`src/rtl/alu_pkg.sv`:
```
// alu_pkg
// Shared definitions for the ALU checkers: the default datapath width,
// the 2-bit opcode encodings, the integrity-monitor state encodings and
// a packed flag bundle produced by the golden reference model.
package alu_pkg;

    localparam int WIDTH_DEFAULT = 16;

    localparam logic [1:0] OP_ADD = 2'b00;
    localparam logic [1:0] OP_SUB = 2'b01;
    localparam logic [1:0] OP_AND = 2'b10;
    localparam logic [1:0] OP_OR  = 2'b11;

    localparam logic [1:0] ST_IDLE    = 2'b00;
    localparam logic [1:0] ST_SUSPECT = 2'b01;
    localparam logic [1:0] ST_ALARM   = 2'b10;

    typedef struct packed {
        logic carry;
        logic zero;
        logic overflow;
        logic negative;
    } alu_flags_t;

endpackage

```
`src/rtl/alu_golden_model.sv`:
```
// alu_golden_model
// Purely combinational reference for the 16-bit ALU, shared by every
// checker that needs an independent opinion of what the ALU should output.
//
// Ports:
//   i_a, i_b    operands
//   i_op        opcode (ADD, SUB, AND, OR)
//   o_result    expected result
//   o_flags     expected {carry, zero, overflow, negative}
module alu_golden_model
    import alu_pkg::*;
#(
    parameter int WIDTH = WIDTH_DEFAULT
) (
    input  logic [WIDTH-1:0] i_a,
    input  logic [WIDTH-1:0] i_b,
    input  logic [1:0]       i_op,
    output logic [WIDTH-1:0] o_result,
    output alu_flags_t       o_flags
);

    logic [WIDTH:0]   w_wide;
    logic [WIDTH-1:0] w_result;
    logic             w_carry;
    logic             w_overflow;

    // For SUB the extra top bit of the widened difference is the borrow,
    // which the ALU reports as its carry flag.
    always_comb begin
        w_wide     = '0;
        w_result   = '0;
        w_carry    = 1'b0;
        w_overflow = 1'b0;
        case (i_op)
            OP_ADD: begin
                w_wide     = {1'b0, i_a} + {1'b0, i_b};
                w_result   = w_wide[WIDTH-1:0];
                w_carry    = w_wide[WIDTH];
                w_overflow = (i_a[WIDTH-1] == i_b[WIDTH-1]) &&
                             (w_wide[WIDTH-1] != i_a[WIDTH-1]);
            end
            OP_SUB: begin
                w_wide     = {1'b0, i_a} - {1'b0, i_b};
                w_result   = w_wide[WIDTH-1:0];
                w_carry    = w_wide[WIDTH];
                w_overflow = (i_a[WIDTH-1] != i_b[WIDTH-1]) &&
                             (w_wide[WIDTH-1] != i_a[WIDTH-1]);
            end
            OP_AND:  w_result = i_a & i_b;
            default: w_result = i_a | i_b;
        endcase
    end

    assign o_result         = w_result;
    assign o_flags.carry    = w_carry;
    assign o_flags.zero     = (w_result == '0);
    assign o_flags.overflow = w_overflow;
    assign o_flags.negative = w_result[WIDTH-1];

endmodule

```
`src/rtl/alu_integrity_monitor.sv`:
```
// alu_integrity_monitor
// Runtime checker sitting on the ALU output boundary. Operands are staged
// on the edge the ALU computes, and on the following edge the golden result
// is compared with the ALU's registered outputs. It also keeps a leaky count
// of all-ones operand pairs and raises SUSPECT / ALARM for the SoC.
//
// Ports:
//   clk, rst_n            clock shared with the ALU, async active-low reset
//   i_in_valid            operands/opcode valid this cycle
//   i_a, i_b, i_op        operands and opcode as presented to the ALU
//   i_dut_*               ALU registered result and flags
//   i_clear               synchronous clear of counters, capture and FSM
//   o_state               00 IDLE, 01 SUSPECT, 10 ALARM
//   o_alarm, o_suspect    decoded state
//   o_mismatch_count      saturating mismatch count
//   o_rare_count          leaky all-ones pattern count
//   o_cap_*               operands, opcode, golden and observed result of
//                         the first mismatch, qualified by o_cap_valid
module alu_integrity_monitor
    import alu_pkg::*;
#(
    parameter int WIDTH           = WIDTH_DEFAULT,
    parameter int MISMATCH_THRESH = 1,
    parameter int RARE_THRESH     = 8
) (
    input  logic             clk,
    input  logic             rst_n,
    input  logic             i_in_valid,
    input  logic [WIDTH-1:0] i_a,
    input  logic [WIDTH-1:0] i_b,
    input  logic [1:0]       i_op,
    input  logic [WIDTH-1:0] i_dut_result,
    input  logic             i_dut_carry,
    input  logic             i_dut_zero,
    input  logic             i_dut_overflow,
    input  logic             i_dut_negative,
    input  logic             i_clear,
    output logic [1:0]       o_state,
    output logic             o_alarm,
    output logic             o_suspect,
    output logic [7:0]       o_mismatch_count,
    output logic [4:0]       o_rare_count,
    output logic             o_cap_valid,
    output logic [WIDTH-1:0] o_cap_a,
    output logic [WIDTH-1:0] o_cap_b,
    output logic [1:0]       o_cap_op,
    output logic [WIDTH-1:0] o_cap_expected,
    output logic [WIDTH-1:0] o_cap_observed
);

    localparam logic [7:0] MM_TH   = 8'(MISMATCH_THRESH);
    localparam logic [4:0] RARE_TH = 5'(RARE_THRESH);

    logic [WIDTH-1:0] r_a;
    logic [WIDTH-1:0] r_b;
    logic [1:0]       r_op;
    logic             r_chk_pend;
    logic [1:0]       r_state;
    logic [7:0]       r_mm_count;
    logic [4:0]       r_rare_count;
    logic             r_cap_valid;
    logic [WIDTH-1:0] r_cap_a;
    logic [WIDTH-1:0] r_cap_b;
    logic [1:0]       r_cap_op;
    logic [WIDTH-1:0] r_cap_expected;
    logic [WIDTH-1:0] r_cap_observed;

    logic [WIDTH-1:0] w_gold_result;
    alu_flags_t       w_gold_flags;
    alu_flags_t       w_dut_flags;
    logic             w_mismatch;
    logic             w_rare_hit;
    logic [7:0]       w_mm_next;
    logic [4:0]       w_rare_next;
    logic [1:0]       w_state_next;

    alu_golden_model #(
        .WIDTH (WIDTH)
    ) u_golden (
        .i_a      (r_a),
        .i_b      (r_b),
        .i_op     (r_op),
        .o_result (w_gold_result),
        .o_flags  (w_gold_flags)
    );

    assign w_dut_flags.carry    = i_dut_carry;
    assign w_dut_flags.zero     = i_dut_zero;
    assign w_dut_flags.overflow = i_dut_overflow;
    assign w_dut_flags.negative = i_dut_negative;

    assign w_mismatch = r_chk_pend &&
                        ((w_gold_result != i_dut_result) || (w_gold_flags != w_dut_flags));
    assign w_rare_hit = i_in_valid && (&i_a) && (&i_b);

    // Post-update counts feed the FSM so that the state always agrees with
    // the counts visible in the same cycle.
    always_comb begin
        w_mm_next = r_mm_count;
        if (w_mismatch && (r_mm_count != 8'hFF)) begin
            w_mm_next = r_mm_count + 8'd1;
        end

        w_rare_next = r_rare_count;
        if (w_rare_hit) begin
            if (r_rare_count != 5'd31) begin
                w_rare_next = r_rare_count + 5'd1;
            end
        end else if (i_in_valid && (r_rare_count != 5'd0)) begin
            w_rare_next = r_rare_count - 5'd1;
        end

        w_state_next = r_state;
        if (w_mm_next >= MM_TH) begin
            w_state_next = ST_ALARM;
        end else if (r_state == ST_IDLE) begin
            if ((w_rare_next >= RARE_TH) || (w_mm_next != 8'd0)) begin
                w_state_next = ST_SUSPECT;
            end
        end else if (r_state == ST_SUSPECT) begin
            if ((w_rare_next < RARE_TH) && (w_mm_next == 8'd0)) begin
                w_state_next = ST_IDLE;
            end
        end
    end

    // Stage 1: hold the operands the ALU consumed this edge so they can be
    // checked against its registered outputs on the next edge.
    always_ff @(posedge clk or negedge rst_n) begin
        if (!rst_n) begin
            r_a        <= '0;
            r_b        <= '0;
            r_op       <= OP_ADD;
            r_chk_pend <= 1'b0;
        end else if (i_clear) begin
            r_chk_pend <= 1'b0;
        end else begin
            r_chk_pend <= i_in_valid;
            if (i_in_valid) begin
                r_a  <= i_a;
                r_b  <= i_b;
                r_op <= i_op;
            end
        end
    end

    // Counters and FSM; clear overrides any check or rare sample this cycle.
    always_ff @(posedge clk or negedge rst_n) begin
        if (!rst_n) begin
            r_state      <= ST_IDLE;
            r_mm_count   <= 8'd0;
            r_rare_count <= 5'd0;
        end else if (i_clear) begin
            r_state      <= ST_IDLE;
            r_mm_count   <= 8'd0;
            r_rare_count <= 5'd0;
        end else begin
            r_state      <= w_state_next;
            r_mm_count   <= w_mm_next;
            r_rare_count <= w_rare_next;
        end
    end

    // Only the first mismatch after reset/clear is captured; later ones are
    // counted but must not disturb the forensic record.
    always_ff @(posedge clk or negedge rst_n) begin
        if (!rst_n) begin
            r_cap_valid    <= 1'b0;
            r_cap_a        <= '0;
            r_cap_b        <= '0;
            r_cap_op       <= OP_ADD;
            r_cap_expected <= '0;
            r_cap_observed <= '0;
        end else if (i_clear) begin
            r_cap_valid <= 1'b0;
        end else if (w_mismatch && !r_cap_valid) begin
            r_cap_valid    <= 1'b1;
            r_cap_a        <= r_a;
            r_cap_b        <= r_b;
            r_cap_op       <= r_op;
            r_cap_expected <= w_gold_result;
            r_cap_observed <= i_dut_result;
        end
    end

    assign o_state          = r_state;
    assign o_alarm          = (r_state == ST_ALARM);
    assign o_suspect        = (r_state == ST_SUSPECT);
    assign o_mismatch_count = r_mm_count;
    assign o_rare_count     = r_rare_count;
    assign o_cap_valid      = r_cap_valid;
    assign o_cap_a          = r_cap_a;
    assign o_cap_b          = r_cap_b;
    assign o_cap_op         = r_cap_op;
    assign o_cap_expected   = r_cap_expected;
    assign o_cap_observed   = r_cap_observed;

endmodule

```
`config.mk`:
```
export PLATFORM = sky130hd
export DESIGN_NAME = alu_integrity_monitor
export DESIGN_NICKNAME = d
export VERILOG_FILES = /design/src/rtl/alu_pkg.sv /design/src/rtl/alu_golden_model.sv /design/src/rtl/alu_integrity_monitor.sv
export SDC_FILE = /design/constraint.sdc
export NUM_CORES = 1
export LEC_CHECK = 0
export ABC_AREA = 1
export BUFFER_PORTS_ARGS = -buffer_cell sky130_fd_sc_hd__clkbuf_2
export CAP_MARGIN = 20
export CORE_AREA = 3 3 131 164
export CTS_BUF_LIST = sky130_fd_sc_hd__clkbuf_8 sky130_fd_sc_hd__clkbuf_16
export CTS_CLUSTER_SIZE = 12
export DETAILED_ROUTE_END_ITERATION = 10
export DIE_AREA = 0 0 134 167
export PLACE_DENSITY_LB_ADDON = 0.25
export SYNTH_ARGS = -nofsm -noshare
export SYNTH_HDL_FRONTEND = slang
export SYNTH_SLANG_ARGS = --single-unit
```
`constraint.sdc`:
```
create_clock -name clk -period 3.3 [get_ports clk]
set_input_delay 0 -clock clk [delete_from_list [all_inputs] [get_ports clk]]
set_output_delay 0 -clock clk [all_outputs]
set_load 0.01 [all_outputs]
```
==> results of run 1 <==
[power breakdown]
| part | switching, mW | leakage (nW) | internal (mW) |
|---|---|---|---|
| combinational | 1.69 | 4.49 | 1.36 |
| clock | 0.712 | 0.299 | 1.24 |
| sequential | 0.202 | 1.49 | 1.70 |
| total | 2.61 | 6.27 | 4.31 |
[layer usage]
layer / GRT usage / share of wire / up-vias
met1: 0.322 / 0.43 / 3973
li1: - / - / 4302
met2: 0.403 / 0.49 / 286
met5: 0 / 0 / -
met3: 0.0369 / 0.050 / 59
met4: 0.0989 / 0.033 / 0
[timing repair]
action	4_1_cts	5_1_grt
pin swaps	12	38
resized for setup	50	59
setup endpoints to repair	74	77
endpoints found under the hold margin	118	0
hold buffers	53	0
buffers inserted	14	6
gates cloned	0	1
[registers in the layout, summed over array words and instances (netlist names), 2 cells and up]
| register | flops |
|---|---|
| o_mismatch_count | 8 |
| o_cap_expected | 16 |
| r_a | 16 |
| o_state | 2 |
| r_op | 2 |
| r_b | 16 |
| o_rare_count | 5 |
| o_cap_observed | 16 |
| o_cap_b | 16 |
| o_cap_a | 16 |
| o_cap_op | 2 |
[cells by family (layout without fill, tap and decap cells)]
kind of cell | count (synthesis) | in the layout | share of synthesized area
XOR/XNOR | 15 | 15 | 0.0165
AO/OA/AOI/OAI | 155 | 155 | 0.106
adder cells (fa/ha/maj) | 55 | 55 | 0.0884
buffers and inverters | 205 | 560 | 0.106
flip-flops | 117 | 117 | 0.368
AND/OR/NAND/NOR | 593 | 594 | 0.315
[stage by stage]
| step | setup WS [ns] | hold WS [ns] |
|---|---|---|
| finish | -0.105 | 0.238 |
| global route | -0.390 | 0.311 |
| detailed placement | -0.248 | 0.174 |
| CTS | -0.0575 | 0.268 |
| floorplan | 0.262 | -0.296 |
| global placement | -0.249 | 0.168 |
[final cells by class]
class,instances,area [um2]
Inverter,164,616
Fill cell,1870,8430
Clock inverter,13,169
Tap cell,270,338
Clock buffer,19,453
Sequential cell,117,2930
Timing Repair Buffer,364,2590
Multi-Input combinational cell,819,4580
[worst paths after layout]
check | startpoint | end | slack [ns] | depth (start not counted)
worst max-delay path | r_b[0] | o_state[1] | -0.11 | 27
worst min-delay path | rst_n | o_cap_observed[11] | 0.24 | 2
worst max register to register | r_b[0] | o_state[1] | -0.11 | 27
worst min register to register | o_cap_b[0] | o_cap_b[0] | 0.48 | 2
max in group asynchronous | rst_n | r_b[10] | 2.25 | 3
min in group clk | i_op[0] | r_op[0] | 0.34 | 4
[critical path, delay by kind of cell (launching register included)]
kind | cells | cell delay [ns]
flops | 1 | 0.40
simple gates | 20 | 1.87
fa+ha+maj | 2 | 0.56
buf+inv | 4 | 0.43
compound gates | 1 | 0.04
[synthesized netlist by cell type (all sizes together)]
cell type and count:
buf 23, a311o 1, nand3b 3, o21bai 3, a221oi 1, nor3 7
o211a 1, o22ai 1, nand4 25, xnor2 3, or2 5, inv 163
clkinv 1, o2111ai 2, and2 2, o21ai 109, o211ai 4, fa 2
a22o 1, a31o 1, and3 1, nor4 3, ha 53, nand2 371
o21a 1, xor2 12, nor2 82, a21boi 1, a21oi 29, clkbuf 18
nand3 94, dfrtp 117
==> impl_metrics.yaml, run 1 <==
status:
  status: "finished with violations"
  failed_checks: "setup timing"
timing:
  finalMaxSlewViolations: 0
  period_minus_slack_ns: 3.41
  tightestPinTransition_ns: 0.903
  finalCritPeriodShare: 1.03
  grt_setup_unrepaired: "true"
  report.final.setup_viol: 60
  max_clock_freq_mhz: 294
  hold_viol_final: 0
  slew_headroom: 0.398
  setup_total_negative_slack_ns: -2.99
  worst_slack_ns: -0.105
  fin_worst_skew_ns: 0.0145
finish:
  final_util: 0.581
  design.final.nets: 1596
  commonest_non_fill_non_tap_cells_in_the_layout: "nand2_1 (339), buf_4 (160), inv_1 (152), clkbuf_2 (140), dfrtp_1 (117)"
  final_common_cell: "nand2_1"
  insertedDiodeCount: 0
  synthToLayoutAreaGrowth_pct: 46.8
  finalInstanceArea_um2: 11700
  finalNonFillerCells: 1766
  drive_gt1_frac: 0.302
worst_setup_path:
  crit_path_end_kind: "flop"
  critical_path_arrival_ns: 3.72
  critical_path.max_stage_delay_ns: 0.40
  cp_max_fo: 6
  worstSetupStartpointType: "flop"
  worst_path_slowest_cell: "dfrtp_1"
  cp_common_cell: "nand2_1"
  timing.critical_path.required_ns: 3.61
  worstSetupPathType: "flop to flop"
synthesis:
  mappedNetlistNets: 1253
  yosysSeqAreaShare: 0.368
  syn_area_per_cell_um2: 6.97
  ys_top_cells_by_area: "dfrtp_1 (37%), nand2_1 (17%), ha_1 (8.3%)"
  synth_top_cell_area_share: 0.368
  yosys.area.top_type: "dfrtp_1"
  ys_types: 47
  netlist_instances: 1140
  ys_ff_latch: 117
  post_synth_design_cell_area_um2: 7950
  yosys_warning_count: 0
route:
  via_count: 8620
  drt-total-wl_um: 27400
  dr.first_iter.drc_count: 600
  avgRoutedWirePerCell_um: 15.5
  drt_pass1_iterations: 5
  antenna_left: 0
  drcViolationCount: 0
  routed_via_density: 4.88
clock_network:
  cts_num_sinks: 117
  clock_tree_from_tritoncts: "done"
  clock_latency_ns: 0.42
  cts.root.buffer_cell: "clkbuf_16"
  max-clock-path-buffers: 2
  clk_transition_reported_paths_ns: 0.06
  htree_levels: 4
  numCtsBuffers: 17
global_routing:
  initial_antenna_violation_count: 0
  grt_pass1_wl_um: 43700
  grt_max_degree: 68
  globalRouteTotalUtil: 0.244
  first_global_vias: 8496
  overflow: 0
place:
  gp_congestion: 0.936
  numPortBuffers: 141
  hpwl_um: 21000
  placed_area_um2: 9950
  dp.cells: 1660
flow_run:
  max_cap_violations: 0
hold_path:
  hold_path_class: "primary input to asynchronous set/reset pin"
pwr:
  power.ir.vdd_worst_mv: 0.375
  finalPower_mw: 6.91
  power_density_normalized_to_cell_area_nw_per_um2: 592
  total_leakage_power_nw: 6.27
floorplanning:
  die_width_um: 134
  floorplan.rows: 58
  die_h_um: 167
  io_pins: 142
  floorplan.die_area_um2: 22400
  initial_core_util: 0.396
  core_area_um2: 20100
Note: power is estimated with default switching activity, not from simulation.
==> inputs of run 2 (changes only) <==
--- a/config.mk
+++ b/config.mk
@@ -13,7 +13,7 @@
 export CTS_CLUSTER_SIZE = 12
 export DETAILED_ROUTE_END_ITERATION = 10
 export DIE_AREA = 0 0 134 167
-export PLACE_DENSITY_LB_ADDON = 0.25
+export PLACE_DENSITY = 0.63
 export SYNTH_ARGS = -nofsm -noshare
 export SYNTH_HDL_FRONTEND = slang
 export SYNTH_SLANG_ARGS = --single-unit
==> run 2 against run 1 <==
Effect of this change: the flow still finishes with violations (setup timing); global-route usage rose by 0.50 points; first-iteration DRC count fell by 19%; core utilization rose by 0.43 points; register-to-register slack got worse by 0.04 ns; total power fell by 1.8%; sequential share of layout area fell by 0.16 points; clock skew barely moved; clock-buffer cell count did not move; hold slack got worse by 0.21 ns; sequential power barely moved; via count barely moved.
==> impl_metrics.yaml, run 2 (synthesis results as in run 1) <==
timing:
  fin_worst_skew_ns: 0.0146
  setup_total_negative_slack_ns: -5.43
  grt_setup_unrepaired: "true"
  tightestPinTransition_ns: 0.943
  worst_slack_ns: -0.140
  max_clock_freq_mhz: 291
  slew_headroom: 0.370
  report.final.setup_viol: 70
  period_minus_slack_ns: 3.44
  finalMaxSlewViolations: 0
  hold_viol_final: 0
  finalCritPeriodShare: 1.04
worst_setup_path:
  worstSetupPathType: "flop to flop"
  worstSetupStartpointType: "flop"
  rr_startpoint: "r_a[0]"
  setup.worst_path.start: "r_a[0]"
  crit_path_end_kind: "flop"
  worstSetupEndpoint: "o_cap_b[5]"
  cp_max_fo: 24
  timing.critical_path.required_ns: 3.63
  critical_path_arrival_ns: 3.77
  rrSetupSlack_ns: -0.14
  worst_r2r_endpoint: "o_cap_b[5]"
  r2r.worst_path.cells: 24
place:
  dp_worst_setup_slack_ns: -0.225
  gp_congestion: 0.970
  numPortBuffers: 141
  hpwl_um: 20900
  dp.cells: 1637
route:
  antenna_left: 0
  drt_pass1_iterations: 5
  via_count: 8626
  dr.first_iter.drc_count: 489
  drcViolationCount: 0
  drt-total-wl_um: 28100
  avgRoutedWirePerCell_um: 16.1
  routed_via_density: 4.93
finish:
  synthToLayoutAreaGrowth_pct: 47.9
  design.final.nets: 1581
  commonest_non_fill_non_tap_cells_in_the_layout: "nand2_1 (335), inv_1 (146), buf_4 (142), clkbuf_2 (140), dfrtp_1 (115)"
  drive_gt1_frac: 0.313
  insertedDiodeCount: 0
  final_common_cell: "nand2_1"
  final_util: 0.585
  finalNonFillerCells: 1751
clock_network:
  cts.root.buffer_cell: "clkbuf_16"
  clock_latency_ns: 0.42
  max-clock-path-buffers: 2
  numCtsBuffers: 17
  htree_levels: 4
  clock_tree_from_tritoncts: "done"
  cts_num_sinks: 117
  clk_transition_reported_paths_ns: 0.06
status:
  status: "finished with violations"
  failed_checks: "setup timing"
hold_path:
  hold_path_class: "primary input to flop"
global_routing:
  first_global_vias: 8506
  overflow: 0
  grt_pass1_wl_um: 44200
  globalRouteTotalUtil: 0.250
  grt_max_degree: 118
  initial_antenna_violation_count: 0
pwr:
  power.ir.vdd_worst_mv: 0.361
  total_leakage_power_nw: 6.25
  finalPower_mw: 6.79
  power_density_normalized_to_cell_area_nw_per_um2: 577
floorplanning:
  die_width_um: 134
  initial_core_util: 0.396
  die_h_um: 167
  io_pins: 142
  floorplan.rows: 58
  core_area_um2: 20100
  floorplan.die_area_um2: 22400
flow_run:
  max_cap_violations: 0
run 2: cell types whose count changed in the layout (fill, tap and decap cells not counted), sizes merged:
cell	previous run	this run
inv	169	166
clkinvlp	3	4
buf	171	157
dlygate4sd3	53	52
bufinv	3	2
clkinv	2	5
run 2: power by group:
part	leakage, nW	switching, mW	internal [mW]
clock network	0.284	0.693	1.15
registers	1.48	0.210	1.71
logic	4.48	1.71	1.32
run 2: worst min path at each step:
| stage | slack (ns) | start | cells past startpoint | to |
|---|---|---|---|---|
| floorplan | -0.30 | rst_n | 0 | o_cap_a[0] |
| CTS | 0.005 | i_clear | 2 | o_mismatch_count[7] |
| global route | 0.02 | i_clear | 2 | o_mismatch_count[7] |
| detailed placement | 0.13 | rst_n | 2 | o_cap_observed[15] |
| finish | 0.03 | i_clear | 2 | o_mismatch_count[2] |
| global placement | 0.12 | rst_n | 2 | o_cap_expected[11] |
run 2: metrics by stage:
stage	cell area (um2)	hold slack [ns]
2_1_floorplan	7950	-0.296
3_3_place_gp	9780	0.124
3_5_place_dp	9780	0.126
4_1_cts	11400	0.00510
5_1_grt	11800	0.0214
6_report	11800	0.0260
run 2: what timing repair did:
item | in CTS | in global routing
pin swaps | 22 | 45
gates resized for setup | 76 | 80
endpoints found under the setup margin | 70 | 77
cloned | 4 | 0
hold buffers | 52 | 0
hold endpoints to repair | 168 | 0
setup buffers | 17 | 9
run 2: critical path, cell delays in order, from the launching register on:
cell and delay, ns:
dfrtp_1 0.41, inv_2 0.07, ha_4 0.16, fa_2 0.39, inv_4 0.09, nand2_2 0.06, nand3_2 0.05, o211ai_1 0.08
nor2_1 0.18, buf_4 0.19, or2_1 0.11, nand3_1 0.07, nor2_1 0.10, nand2_1 0.09, nor2_2 0.12, nand3_2 0.10
nor2_4 0.13, nand3_4 0.16, nand2_2 0.13, nor2_4 0.05, nand2_4 0.13, buf_4 0.15, buf_12 0.16, nand2_1 0.07
o21ai_1 0.09
run 2: cell type report:
type,instances,area [um2]
Clock inverter,13,134
Sequential cell,117,2930
Fill cell,1817,8340
Multi-Input combinational cell,819,4720
Timing Repair Buffer,349,2570
Inverter,164,623
Clock buffer,19,453
Tap cell,270,338
run 2: metal layers:
layer / track usage / up-vias / wire length [um]
li1: - / 4277 / -
met3: 0.0323 / 51 / 1260
met1: 0.326 / 4011 / 12200
met2: 0.413 / 287 / 13600
met4: 0.110 / 0 / 1090
met5: 0 / - / 0
==> inputs of run 3 (changes only) <==
--- a/config.mk
+++ b/config.mk
@@ -8,11 +8,11 @@
 export ABC_AREA = 1
 export BUFFER_PORTS_ARGS = -buffer_cell sky130_fd_sc_hd__clkbuf_2
 export CAP_MARGIN = 20
-export CORE_AREA = 3 3 131 164
+export CORE_AREA = 3 3 145 147
 export CTS_BUF_LIST = sky130_fd_sc_hd__clkbuf_8 sky130_fd_sc_hd__clkbuf_16
 export CTS_CLUSTER_SIZE = 12
 export DETAILED_ROUTE_END_ITERATION = 10
-export DIE_AREA = 0 0 134 167
+export DIE_AREA = 0 0 148 150
 export PLACE_DENSITY = 0.63
 export SYNTH_ARGS = -nofsm -noshare
 export SYNTH_HDL_FRONTEND = slang
==> run 3 against run 2 <==
Effect of this change: the flow still finishes with violations (setup timing); final cell count up 0.17%; setup slack worse by 0.18 ns; total power up 5.5%.
==> impl_metrics.yaml, run 3 (synthesis results as in run 1) <==
route:
  drt_pass1_iterations: 5
  routed_via_density: 5.16
  avgRoutedWirePerCell_um: 18.0
  drcViolationCount: 0
  drt-total-wl_um: 31600
  via_count: 9057
  antenna_left: 0
  dr.first_iter.drc_count: 547
worst_setup_path:
  worst_r2r_endpoint: "o_cap_expected[6]"
  r2r.worst_path.cells: 23
  critical_path.max_stage_delay_ns: 0.52
  rrSetupSlack_ns: -0.32
  worstPathCellList: "inv_2, ha_4, fa_2, nor2_1, nor2_1, nand3_1, nand2_2, xor2_1, nor2_1, nand3_2, nor2_2, nand2_1, nor2_2, nand3_1, nor2_2, nand3_4, nand2_4, nor2_4, nand2_4, clkbuf_16, clkbuf_16, nand2_1, nand2_1"
  timing.critical_path.required_ns: 3.67
  rr_startpoint: "r_a[0]"
  critical_path_arrival_ns: 3.99
  cp_max_fo: 8
  worst_path_slowest_cell: "fa_2"
  worstSetupPathType: "flop to flop"
  crit_path_end_kind: "flop"
  worstSetupStartpointType: "flop"
global_routing:
  grt_max_degree: 67
  initial_antenna_violation_count: 0
  globalRouteTotalUtil: 0.261
  first_global_vias: 8547
  grt_pass1_wl_um: 45300
  overflow: 0
floorplanning:
  io_pins: 142
  die_h_um: 150
  floorplan.rows: 52
  core_area_um2: 20000
  initial_core_util: 0.397
  floorplan.die_area_um2: 22200
  die_width_um: 148
timing:
  report.final.setup_viol: 74
  grt_setup_unrepaired: "true"
  period_minus_slack_ns: 3.62
  max_clock_freq_mhz: 276
  worst_slack_ns: -0.319
  slew_headroom: 0.391
  hold_viol_final: 0
  tightestPinTransition_ns: 0.911
  finalMaxSlewViolations: 0
  finalCritPeriodShare: 1.10
  fin_worst_skew_ns: 0.0185
finish:
  multi_input_area_um2: 4990
  design.final.nets: 1584
  finalNonFillerCells: 1754
  synthToLayoutAreaGrowth_pct: 55.1
  final_common_cell: "nand2_1"
  final.fill_count: 1761
  sequential_cell_area_um2: 2930
  final_util: 0.615
  insertedDiodeCount: 0
  commonest_non_fill_non_tap_cells_in_the_layout: "nand2_1 (282), inv_1 (145), clkbuf_2 (140), buf_4 (126), dfrtp_1 (117)"
  drive_gt1_frac: 0.369
clock_network:
  htree_levels: 4
  cts.root.buffer_cell: "clkbuf_16"
  max-clock-path-buffers: 2
  cts_num_sinks: 117
  clock_tree_from_tritoncts: "done"
  numCtsBuffers: 17
  clock_latency_ns: 0.44
  clk_transition_reported_paths_ns: 0.08
pwr:
  power.ir.vdd_worst_mv: 0.351
  finalPower_mw: 7.16
  power_density_normalized_to_cell_area_nw_per_um2: 581
  total_leakage_power_nw: 6.46
status:
  status: "finished with violations"
  failed_checks: "setup timing"
place:
  dp.cells: 1629
  hpwl_um: 21400
  dp_worst_setup_slack_ns: -0.286
  gp_congestion: 0.951
  numPortBuffers: 141
flow_run:
  max_cap_violations: 0
hold_path:
  hold_path_class: "primary input to asynchronous set/reset pin"
run 3: where the power goes:
part | leakage [nW] | switching [mW] | internal (mW) | total (mW)
combinational | 4.68 | 1.81 | 1.38 | 3.19
clock | 0.298 | 0.817 | 1.21 | 2.03
sequential | 1.49 | 0.242 | 1.70 | 1.95
run 3: metal layers:
metal  vias to the layer above  global-route usage  wire, um  share of wire
met1                      4319               0.349     13400           0.43
met4                         0               0.108      1230          0.039
li1                       4290                   -         -              -
met2                       366               0.417     14800           0.47
met5                         -                   0         0              0
met3                        82              0.0506      2110          0.067
run 3: worst max-delay path by stage:
stage / from / endpoint / slack (ns)
2_1_floorplan: r_b[0] / o_state[1] / 0.26
5_1_grt: r_a[0] / o_cap_expected[6] / -0.49
3_3_place_gp: r_a[6] / o_state[1] / -0.22
6_report: r_a[0] / o_cap_expected[6] / -0.32
3_5_place_dp: r_a[5] / o_state[1] / -0.29
4_1_cts: r_a[1] / o_state[1] / -0.03
run 3: worst max-delay path, delay by kind of cell, from the launching register on:
family	cells	cell delay [ns]
and+or+nand+nor	17	1.96
adders and majority gates	2	0.68
buffers and inverters	3	0.43
DFF	1	0.40
xor gates and xnor gates	1	0.07
run 3: what timing repair did:
item / CTS / global route
gates resized for setup: 81 / 188
pin swaps: 18 / 53
cloned: 2 / 19
hold buffers: 53 / 0
buffers inserted: 13 / 6
setup endpoints to repair: 75 / 77
hold endpoints to repair: 111 / 0
run 3: area by class of cell:
| class | instances | area share |
|---|---|---|
| multi-input cells | 819 | 0.405 |
| clock inverters | 15 | 0.0155 |
| inverters | 164 | 0.0503 |
| clock buffers | 17 | 0.0345 |
| repair buffers | 352 | 0.230 |
| flip-flops and latches | 117 | 0.237 |
| well taps | 270 | 0.0274 |
run 3: per-stage QoR:
stage                     hold slack (ns)  instance area [um2]  setup TNS (ns)
after global placement              0.103                 9710           -6.25
after global routing                0.231                12300          -33.16
final                               0.156                12300          -19.12
after floorplan                    -0.296                 7950               0
after detailed placement           0.0989                 9710           -9.16
after CTS                           0.197                11300          -0.177
